[config.mk]
export PLATFORM = sky130hd
export DESIGN_NAME = uart_fifo_tx
export DESIGN_NICKNAME = d
export VERILOG_FILES = /design/src/rtl/uart_pkg.sv /design/src/rtl/uart_baud_cnt.sv /design/src/rtl/uart_fifo_tx.sv
export SDC_FILE = /design/constraint.sdc
export NUM_CORES = 1
export LEC_CHECK = 0
export CORE_MARGIN = 8
export CORE_UTILIZATION = 51
export DETAILED_ROUTE_END_ITERATION = 7
export GPL_ROUTABILITY_DRIVEN = 0
export PLACE_DENSITY = 0.83
export SYNTH_ARGS = -nofsm -noshare
export SYNTH_HDL_FRONTEND = slang
export SYNTH_SLANG_ARGS = --single-unit
[constraint.sdc]
create_clock -name clk -period 2.3 [get_ports clk]
set_input_delay 0.23 -clock clk [delete_from_list [all_inputs] [get_ports clk]]
set_output_delay 0.23 -clock clk [all_outputs]
set_load 0.02 [all_outputs]
[src/rtl/uart_pkg.sv]
// rtl/uart_pkg.sv - shared UART state encoding and constants
package uart_pkg;

    localparam int DATA_BITS            = 8;
    localparam int CLKS_PER_BIT_DEFAULT = 868;
    localparam int BAUD_CNT_W           = 16;

    typedef enum logic [2:0] {
        IDLE,
        FETCH,
        LOAD,
        START,
        DATA,
        STOP
    } uart_state_t;

endpackage

[src/rtl/uart_baud_cnt.sv]
// rtl/uart_baud_cnt.sv - bit-period counter with clear and end-of-bit tick
module uart_baud_cnt
    import uart_pkg::*;
#(
    parameter int CLKS_PER_BIT = CLKS_PER_BIT_DEFAULT
) (
    input  logic                  clk,
    input  logic                  srst,
    input  logic                  clr,
    output logic [BAUD_CNT_W-1:0] cnt,
    output logic                  bit_tick
);

    localparam logic [BAUD_CNT_W-1:0] LAST = BAUD_CNT_W'(CLKS_PER_BIT - 1);

    logic [BAUD_CNT_W-1:0] cnt_q;
    logic [BAUD_CNT_W-1:0] cnt_d;

    always_comb begin
        cnt_d    = cnt_q;
        bit_tick = 1'b0;
        if (clr) begin
            cnt_d = '0;
        end else if (cnt_q == LAST) begin
            cnt_d    = '0;
            bit_tick = 1'b1;
        end else begin
            cnt_d = cnt_q + 1'b1;
        end
    end

    always_ff @(posedge clk or posedge srst) begin
        if (srst) begin
            cnt_q <= '0;
        end else begin
            cnt_q <= cnt_d;
        end
    end

    assign cnt = cnt_q;

endmodule

[src/rtl/uart_fifo_tx.sv]
// rtl/uart_fifo_tx.sv - 8N1 UART transmitter draining a standard-read byte FIFO
module uart_fifo_tx
    import uart_pkg::*;
#(
    parameter int CLKS_PER_BIT = CLKS_PER_BIT_DEFAULT
) (
    input  logic       clk,
    input  logic       srst,
    input  logic [7:0] fifo_dout,
    input  logic       fifo_empty,
    output logic       fifo_rd_en,
    output logic       tx,
    output logic       busy,
    output logic       tx_done
);

    localparam logic [BAUD_CNT_W-1:0] DONE_AT  = BAUD_CNT_W'(CLKS_PER_BIT - 2);
    localparam logic [2:0]            LAST_BIT = 3'(DATA_BITS - 1);

    uart_state_t           state_q, state_d;
    logic [DATA_BITS-1:0]  shift_q, shift_d;
    logic [2:0]            bit_idx_q, bit_idx_d;
    logic                  tx_q, tx_d;
    logic                  busy_q, busy_d;
    logic                  tx_done_q, tx_done_d;
    logic                  fifo_rd_en_q, fifo_rd_en_d;
    logic                  cnt_clr;
    logic                  bit_tick;
    logic [BAUD_CNT_W-1:0] cnt;

    uart_baud_cnt #(
        .CLKS_PER_BIT(CLKS_PER_BIT)
    ) u_baud (
        .clk      (clk),
        .srst     (srst),
        .clr      (cnt_clr),
        .cnt      (cnt),
        .bit_tick (bit_tick)
    );

    always_comb begin
        state_d   = state_q;
        shift_d   = shift_q;
        bit_idx_d = bit_idx_q;
        cnt_clr   = 1'b0;
        unique case (state_q)
            IDLE: begin
                cnt_clr = 1'b1;
                if (!fifo_empty) state_d = FETCH;
            end
            FETCH: begin
                cnt_clr = 1'b1;
                state_d = LOAD;
            end
            LOAD: begin
                cnt_clr   = 1'b1;
                shift_d   = fifo_dout;
                bit_idx_d = '0;
                state_d   = START;
            end
            START: begin
                if (bit_tick) begin
                    bit_idx_d = '0;
                    state_d   = DATA;
                end
            end
            DATA: begin
                if (bit_tick) begin
                    shift_d   = shift_q >> 1;
                    bit_idx_d = bit_idx_q + 3'd1;
                    if (bit_idx_q == LAST_BIT) state_d = STOP;
                end
            end
            STOP: begin
                if (bit_tick) state_d = fifo_empty ? IDLE : FETCH;
            end
            default: state_d = IDLE;
        endcase

        // Outputs are registered from the next-cycle view so tx never sees a comb path.
        tx_d         = (state_d == START) ? 1'b0 :
                       (state_d == DATA)  ? shift_d[0] : 1'b1;
        busy_d       = (state_d != IDLE);
        fifo_rd_en_d = (state_d == FETCH);
        tx_done_d    = (state_q == STOP) && (cnt == DONE_AT) && !cnt_clr;
    end

    always_ff @(posedge clk or posedge srst) begin
        if (srst) begin
            state_q      <= IDLE;
            shift_q      <= '0;
            bit_idx_q    <= '0;
            tx_q         <= 1'b1;
            busy_q       <= 1'b0;
            tx_done_q    <= 1'b0;
            fifo_rd_en_q <= 1'b0;
        end else begin
            state_q      <= state_d;
            shift_q      <= shift_d;
            bit_idx_q    <= bit_idx_d;
            tx_q         <= tx_d;
            busy_q       <= busy_d;
            tx_done_q    <= tx_done_d;
            fifo_rd_en_q <= fifo_rd_en_d;
        end
    end

    assign tx         = tx_q;
    assign busy       = busy_q;
    assign tx_done    = tx_done_q;
    assign fifo_rd_en = fifo_rd_en_q;

endmodule

## Word level (Yosys, flattened, before mapping)

Cells that the tools add are included.

| cells by class | value |
|---|---|
| multiply operators | 0 |
| bitwise gates (word level) | 0 |
| muxes and demuxes | 19 |
| equality and inequality tests | 13 |
| divide/modulo/power cells | 0 |
| magnitude comparators | 0 |
| add/subtract/negate cells | 2 |
| reduce and logical (&&, ||, !) cells | 10 |
| shifts and indexed selects | 0 |

Operators by type and width:

| kind | number |
|---|---|
| equality test 16 x 10 -> 1 bit (second input constant) | 2 |
| two-way mux 16 bit | 2 |
| two-way mux 3 bit | 7 |
| case mux 3 bit (6 select lines) | 1 |
| adder 16 x 1 -> 16 bit (second input constant) | 1 |
| case mux 8 bit (2 select lines) | 1 |
| equality test 3 bit (second input constant) | 4 |
| equality test 3 x 2 -> 1 bit (second input constant) | 3 |
| case mux 3 bit (3 select lines) | 1 |
| two-way mux 8 bit | 1 |
| equality test 3 x 1 -> 1 bit (second input constant) | 2 |
| two-way mux 1 bit | 6 |
| nonzero test 3 bit | 2 |
| inequality test 2 bit (second input constant) | 2 |
| adder 3 x 1 -> 3 bit (second input constant) | 1 |
| logical NOT 3 bit | 1 |
| AND reduction 3 bit | 1 |
| OR reduction 3 bit | 1 |
| logical AND 1 bit | 2 |
| AND reduction 2 bit | 1 |
| nonzero test 2 bit | 1 |
| logical NOT 1 bit | 1 |

| storage, ports and cells | value |
|---|---|
| output and inout port bits | 4 |
| bits in latches | 0 |
| register bits | 34 |
| bits in read-only memories | 0 |
| input bits | 11 |
| memory bits (writable) | 0 |
| memories | 0 |

## Longest topological paths before layout

Gate-level depths: netlist (run 1).

| logic depth | value |
|---|---|
| depth after elaboration | 9 |
| gate-level depth with buffers | 7 |
| depth with buffers taken out | 5 |

## Hierarchy

Synthesis (run 1) repeated with hierarchy kept, for this count alone.

| unflattened totals | value |
|---|---|
| cells, all modules | 173 |
| area, all modules | 1,780.5 um^2 |

By module, submodules not included:

| module | area each (um^2) | cells each | instances |
|---|---|---|---|
| uart_fifo_tx | 957.2 | 88 | 1 |
| uart_baud_cnt | 823.3 | 85 | 1 |

## Worst setup path after synthesis (run 1)

No wires, ideal clock.

| timing path | value |
|---|---|
| path kind | flip-flop to flip-flop |
| start | register u_baud.cnt_q[7], in the netlist u_baud.cnt[7] |
| end | register bit_idx_q[0] |
| stages on the path, launching flop included | 6 |
| slack | 60 ps |
| library setup time | 69 ps |
| path buffers | 1 |
| period minus slack after synthesis | 2,240 ps |
| data arrival time | 2,172 ps |
| path through | dfrtp_1 > or4_4 > or4_1 > buf_2 > or4_1 > nand3_1 |

| between the ends | value |
|---|---|
| cells in the longest elaborated chain, start to end | 5 |
| elaborated cells on any way between the ends | 6 |
| those cells by class | eq/ne (3); mux (2); reduce/logical (1) |

RTL lines:

| element | line | source |
|---|---|---|
| start: declaration | uart_baud_cnt.sv:16 | `logic [BAUD_CNT_W-1:0] cnt_q;` |
| start signal: assignment | uart_baud_cnt.sv:36 | `cnt_q <= cnt_d;` |
| equality test 16 x 10 -> 1 bit * | uart_baud_cnt.sv:24 | `end else if (cnt_q == LAST) begin` |
| two-way mux 1 bit * | uart_baud_cnt.sv:24 |  |
| two-way mux 1 bit * | uart_baud_cnt.sv:22 | `if (clr) begin` |
| inequality test 2 bit (no source line) | - |  |
| AND reduction 3 bit (no source line) * | - |  |
| end signal: assignment | uart_fifo_tx.sv:100 | `bit_idx_q <= bit_idx_d;` |
| end: declaration | uart_fifo_tx.sv:22 | `logic [2:0] bit_idx_q, bit_idx_d;` |

Mark *: on every way between the ends. The rest lies on a longest branch, timed or not.
A chain may end at the register's enable or synchronous reset.

## Worst setup path in the final report (run 1)

| timing path | value |
|---|---|
| start | register u_baud.cnt_q[4], in the netlist u_baud.cnt[4] |
| end | register bit_idx_q[0] |

The elaborated chain is that of the path after synthesis.

==> results of run 1 <==
state kept, by name (all words and copies together), names as in the netlist:
register and flops:
fifo_rd_en 1, state_q 3, tx_done 1, shift_q 8
bit_idx_q 3, tx 1, u_baud.cnt 16, busy 1
Yosys cell counts (2+ instances only):
master / count / share of area
nor4b_1: 2 / 0.0096
nor3_1: 5 / 0.014
nand4_1: 6 / 0.021
o211ai_1: 5 / 0.021
buf_2: 3 / 0.0082
ha_1: 4 / 0.027
a221o_1: 7 / 0.038
or2_2: 3 / 0.010
a21oi_1: 4 / 0.011
a41oi_1: 3 / 0.014
xnor2_1: 7 / 0.034
or4_1: 3 / 0.012
nand2b_1: 2 / 0.0068
o21ai_0: 2 / 0.0055
o31a_1: 2 / 0.0096
dfrtp_1: 33 / 0.45
nand2_1: 11 / 0.023
inv_1: 5 / 0.010
clkbuf_1: 2 / 0.0041
nand3_1: 9 / 0.025
nor4_1: 2 / 0.0068
and3_1: 2 / 0.0068
and2_1: 10 / 0.034
o31ai_1: 2 / 0.0082
nor2_1: 22 / 0.045
xor2_1: 5 / 0.024
power by group through the flow:
stage	sequential, mW	clock (mW)	combinational [mW]
after floorplan	0.619	0	0.0160
after global placement	0.621	0	0.0369
after detailed placement	0.621	0	0.0385
after CTS	0.610	0.360	0.0384
after global routing	0.610	0.382	0.0416
final	0.610	0.349	0.0368
cell type report:
type | count | area, sq um | share of cell area
multi-input cells | 134 | 885.9 | 0.4240
flip-flops and latches | 34 | 852.1 | 0.4078
repair buffers | 24 | 215.2 | 0.1030
well taps | 46 | 57.56 | 0.02754
clock buffers | 7 | 55.05 | 0.02635
inverters | 5 | 18.77 | 0.008982
clock inverters | 1 | 5.005 | 0.002395
final timing paths:
check                                    from      endpoint  slack [ps]  cells past startpoint
worst max-delay path            u_baud.cnt[4]  bit_idx_q[0]         110                      4
worst min-delay path                     srst    shift_q[5]         260                      3
worst max register to register  u_baud.cnt[4]  bit_idx_q[0]         110                      4
worst min register to register     shift_q[3]    shift_q[3]         540                      1
max in group asynchronous                srst            tx        1720                      3
min in group clk                 fifo_dout[7]    shift_q[7]         430                      3
per-stage QoR:
step,setup WS (ps),utilization
5_1_grt,31.40,0.6165
2_1_floorplan,59.75,-
4_1_cts,123.0,0.6165
3_3_place_gp,177.0,0.5987
3_5_place_dp,141.1,0.5987
6_report,107.2,0.6165
worst min-delay path: cells and delay by family:
kind                   cells  cell delay [ps]
buffers and inverters      3              800
metal layers:
| layer | vias to the layer above | track usage | wire, um |
|---|---|---|---|
| li1 | 706 | - | - |
| met5 | - | 0 | 0 |
| met1 | 707 | 0.1800 | 1705 |
| met3 | 6 | 0.04868 | 193 |
| met4 | 0 | 0.05330 | 48 |
| met2 | 52 | 0.2338 | 1741 |
logic make-up (layout without fill, tap and decap cells):
group | after synthesis | after routing | share of synthesized area
AO/OA/AOI/OAI | 31 | 31 | 0.1327
XOR/XNOR | 12 | 12 | 0.05746
adder cells (fa/ha/maj) | 4 | 4 | 0.02736
buffers and inverters | 13 | 37 | 0.04993
flip-flops | 34 | 34 | 0.4658
multiplexers | 1 | 1 | 0.006156
AND/OR/NAND/NOR | 86 | 86 | 0.2606
==> flow_summary_export.csv, run 1 <==
group,metric,value,unit
synth,synth_cell_types,46,
global_routing,grt_overflow,0,
power,p_seq_frac,0.612,
setup_path,path_class,"reg -> reg",
route,wirelength,3690,um
power,fin_total_pwr,996.3,uW
clock_network,root_buffer,"clkbuf_4",
route,dr.pass1.iters,4,
setup_path,cp_data_arrival_time,2470,ps
clock_network,clkTransAtPathRegs,110,ps
timing,hold-worst-slack,257.9,ps
timing,slew_headroom,0.5752,
setup_path,crit_chain,"or4_1 > or4_1 > or4_1 > nand3_1",
synth,netlist_instances,181,
synth,yosysSeqAreaShare,0.4658,
cells_and_area,n_fill_cell,266,
clock_network,numCtsBuffers,5,
global_routing,grt_max_degree,35,
clock_network,clk_latency,340,ps
cells_and_area,stdcell_area,2090,sq um
synth,syn_area,1829,sq um
synth,synthFlopType,"dfrtp_1",
synth,synth-seq-cells,34,
power,internal-power,774.4,uW
setup_path,critical_path_required,2580,ps
floorplan,rows,21,
placed_design,detailed_place_hpwl,2590,um
route,drc,0,
cells_and_area,nets,219,
setup_path,crit_family,"simple AND/OR/NAND/NOR gates",
timing,worst_pin_slew,628.9,ps
setup_path,crit_path_end_kind,"flop",
clock_network,cts_setup_buffers,0,
synth,synth_edf_count,0,
timing,slew_viol_final,0,
clock_network,cts_max_path_buffers,2,
floorplan,fp.dieArea,5759,sq um
job,cap_viol_max_count,0,
clock_network,cts_tree,"done",
setup_path,slowest_stage,"or4_1",
cells_and_area,drive_gt1_frac,0.1366,
synth,syn_area_per_cell,10.11,sq um
power,switching_share,0.2227,
timing,max_freq,456.0,MHz
floorplan,core_area,3390,sq um
cells_and_area,fin_cells,251,
global_routing,grt_pass1_wl,6444,um
clock_network,cts_resized,0,
setup_path,cp_max_fo,5,
clock_network,htree_levels,2,
floorplan,die_h,75.89,um
route,final_antenna_net_count,0,
placed_design,numPortBuffers,14,
cells_and_area,area.growth.synth_to_final,14.23,%
synth,synthesis.nets,196,
synth,synth_async_sr_flop_share,1.000,
cells_and_area,num_antenna_cells,0,
outcome,status,"finished, final reports clean",
timing,rsz0062_at_grt,"false",
timing,finalHoldViolations,0,
power,peakVddDrop,315.1,uV
power,p_leak,0.9273,nW
global_routing,grt_util_all_layers,0.1469,
timing,finalCritPeriodShare,0.9534,
global_routing,antenna_found_initial,0,
clock_network,hold_buffers,0,
timing,setup_viol,0,
global_routing,grt_pass1_vias,1426,
setup_path,startpoint_type,"flop",
route,num_vias,1471,
floorplan,start_util,0.5397,
placed_design,dp_cells,243,
route,wl_per_cell,14.70,um
timing,fin_skew,7.382,ps
setup_path,cpPeakStageDelay,620,ps
route,drt-initial-drc-count,118,
placed_design,placed_cell_area,2029,sq um
cells_and_area,final_cell_mix,"33 x dfrtp_1, 22 x nor2_1, 14 x clkdlybuf4s50_1, 11 x nand2_1",
timing,tns,0,ps
floorplan,ioPinCount,15,
setup_path,crit_path_frequent_cell,"or4_1",
route,viasPerCell,5.861,
timing,post-route-min-period,2193,ps
synth,ys_warn_count,0,
power,pwr-share-comb,0.037,
floorplan,die_w,75.89,um
min_path,min_path_type,"in -> async",
power,p_clk_frac,0.351,
power,switching_power,221.8,uW
power,p_per_area,476.8,nW/um^2
clock_network,cts.sinks,34,
cells_and_area,final_common_cell,"dfrtp_1",
setup_path,path_buf_inv,0,
(Power assumes the default switching activity.)
==> run 2: changes to the inputs <==
--- a/config.mk
+++ b/config.mk
@@ -6,10 +6,10 @@
 export NUM_CORES = 1
 export LEC_CHECK = 0
 export CORE_MARGIN = 8
-export CORE_UTILIZATION = 51
+export CORE_UTILIZATION = 27
 export DETAILED_ROUTE_END_ITERATION = 7
 export GPL_ROUTABILITY_DRIVEN = 0
-export PLACE_DENSITY = 0.83
+export PLACE_DENSITY = 0.54
 export SYNTH_ARGS = -nofsm -noshare
 export SYNTH_HDL_FRONTEND = slang
 export SYNTH_SLANG_ARGS = --single-unit
==> run 2 against run 1 <==
  * Global-route usage is 5.8 points lower
  * Clock-buffer cell count decreased by 1
  * Die area grew 68%
  * Worst setup slack better by 21 ps
  * Clock power grew 58%
  * Fmax rose by 0.94%
  * Register-to-register slack improved by 20 ps
  * Sequential share of layout area decreased by 2.5 points
  * Critical path type unchanged
  * Largest cell class unchanged
==> flow_summary_export.csv, run 2 (synthesized netlist as in run 1, its figures left out) <==
group,metric,value,unit
clock_network,cts.sinks,34,
timing,finalCritPeriodShare,0.9445,
cells_and_area,largest_reg_flops,16,
clock_network,cts_tree,"done",
floorplan,ioPinCount,15,
placed_design,detailed_place_hpwl,2699,um
global_routing,grt_max_degree,35,
floorplan,die_h,98.31,um
global_routing,grt_use_met3,0.02276,
route,wl_per_cell,13.39,um
timing,slew_viol_final,0,
clock_network,clkTransAtPathRegs,70,ps
setup_path,critical_path_required,2510,ps
clock_network,cts_max_path_buffers,2,
setup_path,cpPeakStageDelay,560,ps
setup_path,cp_data_arrival_time,2380,ps
global_routing,grt_util_all_layers,0.08850,
global_routing,antenna_found_initial,0,
power,p_per_area,537.4,nW/um^2
setup_path,crit_family,"simple AND/OR/NAND/NOR gates",
global_routing,gr-max-usage-layer,"met2",
setup_path,crit_path_frequent_cell,"or4_1",
route,wirelength,3857,um
floorplan,start_util,0.2738,
cells_and_area,nets,223,
setup_path,crit_chain,"or4_4 > or4_1 > or4_1 > nand3_1",
cells_and_area,final_cell_mix,"33 x dfrtp_1, 22 x nor2_1, 14 x clkdlybuf4s50_1, 14 x buf_4, 11 x nand2_1",
floorplan,die_w,98.31,um
power,peakVddDrop,276.1,uV
cells_and_area,area.growth.synth_to_final,21.82,%
outcome,status,"finished, final reports clean",
route,dr.pass1.iters,4,
clock_network,numCtsBuffers,5,
placed_design,numPortBuffers,14,
clock_network,clk_latency,280,ps
job,cap_viol_max_count,0,
cells_and_area,num_antenna_cells,0,
clock_network,htree_levels,2,
timing,post-route-min-period,2172,ps
setup_path,path_class,"reg -> reg",
timing,fin_skew,12.33,ps
route,viasPerCell,4.944,
setup_path,startpoint_type,"flop",
route,final_antenna_net_count,0,
floorplan,fp.dieArea,9665,sq um
route,drt-initial-drc-count,97,
route,drc,0,
cells_and_area,final_common_cell,"dfrtp_1",
global_routing,grt_pass1_vias,1469,
power,p_leak,0.9701,nW
setup_path,slowest_stage,"or4_4",
clock_network,root_buffer,"clkbuf_8",
timing,tns,0,ps
timing,max_freq,460.3,MHz
timing,rsz0062_at_grt,"false",
placed_design,dp_cells,281,
global_routing,grt_util_met2,0.1293,
floorplan,rows,30,
global_routing,grt_pass1_wl,6927,um
route,num_vias,1424,
timing,finalHoldViolations,0,
timing,worst_pin_slew,603.8,ps
setup_path,crit_path_end_kind,"flop",
cells_and_area,drive_gt1_frac,0.1635,
global_routing,grt_use_met1,0.1171,
min_path,min_path_type,"in -> async",
floorplan,core_area,6681,sq um
setup_path,path_buf_inv,0,
setup_path,cp_max_fo,4,
clock_network,cts_setup_buffers,0,
cells_and_area,fin_cells,288,
timing,slew_headroom,0.5960,
global_routing,grt_overflow,0,
timing,setup_viol,0,
[run 2: layout make-up]
class                      count  area [sq um]
clock buffer                   6         82.58
multi-input combinational    134         899.6
inverter                       5         18.77
sequential                    34         852.1
timing repair buffer          28         245.2
clock inverter                 1         30.03
fill                         704          4453
tap                           80         100.1
[run 2: repair_timing]
action,CTS,global route
endpoints found under the setup margin,0,7
resized for setup,0,2
hold buffers,0,0
[run 2: worst register-to-register path: cells and delay by family, from the launching register on]
kind             cells  cell delay [ps]
AND/OR/NAND/NOR      4             1690
flip-flops           1              410
[run 2: per-stage QoR]
stage | setup WS [ps] | power, mW | util | hold WS [ps] | instance area, sq um
floorplan | 59.75 | 0.6355 | - | 296.8 | 1829
global placement | 160.2 | 0.6597 | 0.3146 | 496.9 | 2102
detailed placement | 118.4 | 0.6600 | 0.3146 | 501.2 | 2102
CTS | 104.2 | 1.220 | 0.3315 | 365.6 | 2215
global route | 48.37 | 1.246 | 0.3335 | 414.9 | 2228
finish | 127.7 | 1.198 | 0.3335 | 344.6 | 2228
[run 2: final timing paths]
| path | start | endpoint | slack, ps | depth (start not counted) |
|---|---|---|---|---|
| max reg2reg | u_baud.cnt[12] | bit_idx_q[0] | 130 | 4 |
| max in group asynchronous | srst | tx | 1630 | 3 |
| min | srst | u_baud.cnt[0] | 340 | 3 |
| min in group clk | fifo_dout[7] | shift_q[7] | 500 | 3 |
| min reg2reg | u_baud.cnt[0] | u_baud.cnt[0] | 510 | 1 |
| max | u_baud.cnt[12] | bit_idx_q[0] | 130 | 4 |
[run 2: metal layers]
layer | part of all wire | wire (um)
met4 | 0.017 | 64
met5 | 0 | 0
met2 | 0.45 | 1718
met3 | 0.033 | 127
met1 | 0.50 | 1947
[run 2: power by group]
group	switching, mW	total (mW)	internal [mW]
sequential	0.00506	0.610	0.605
clock	0.204	0.550	0.347
combinational	0.0155	0.0373	0.0218
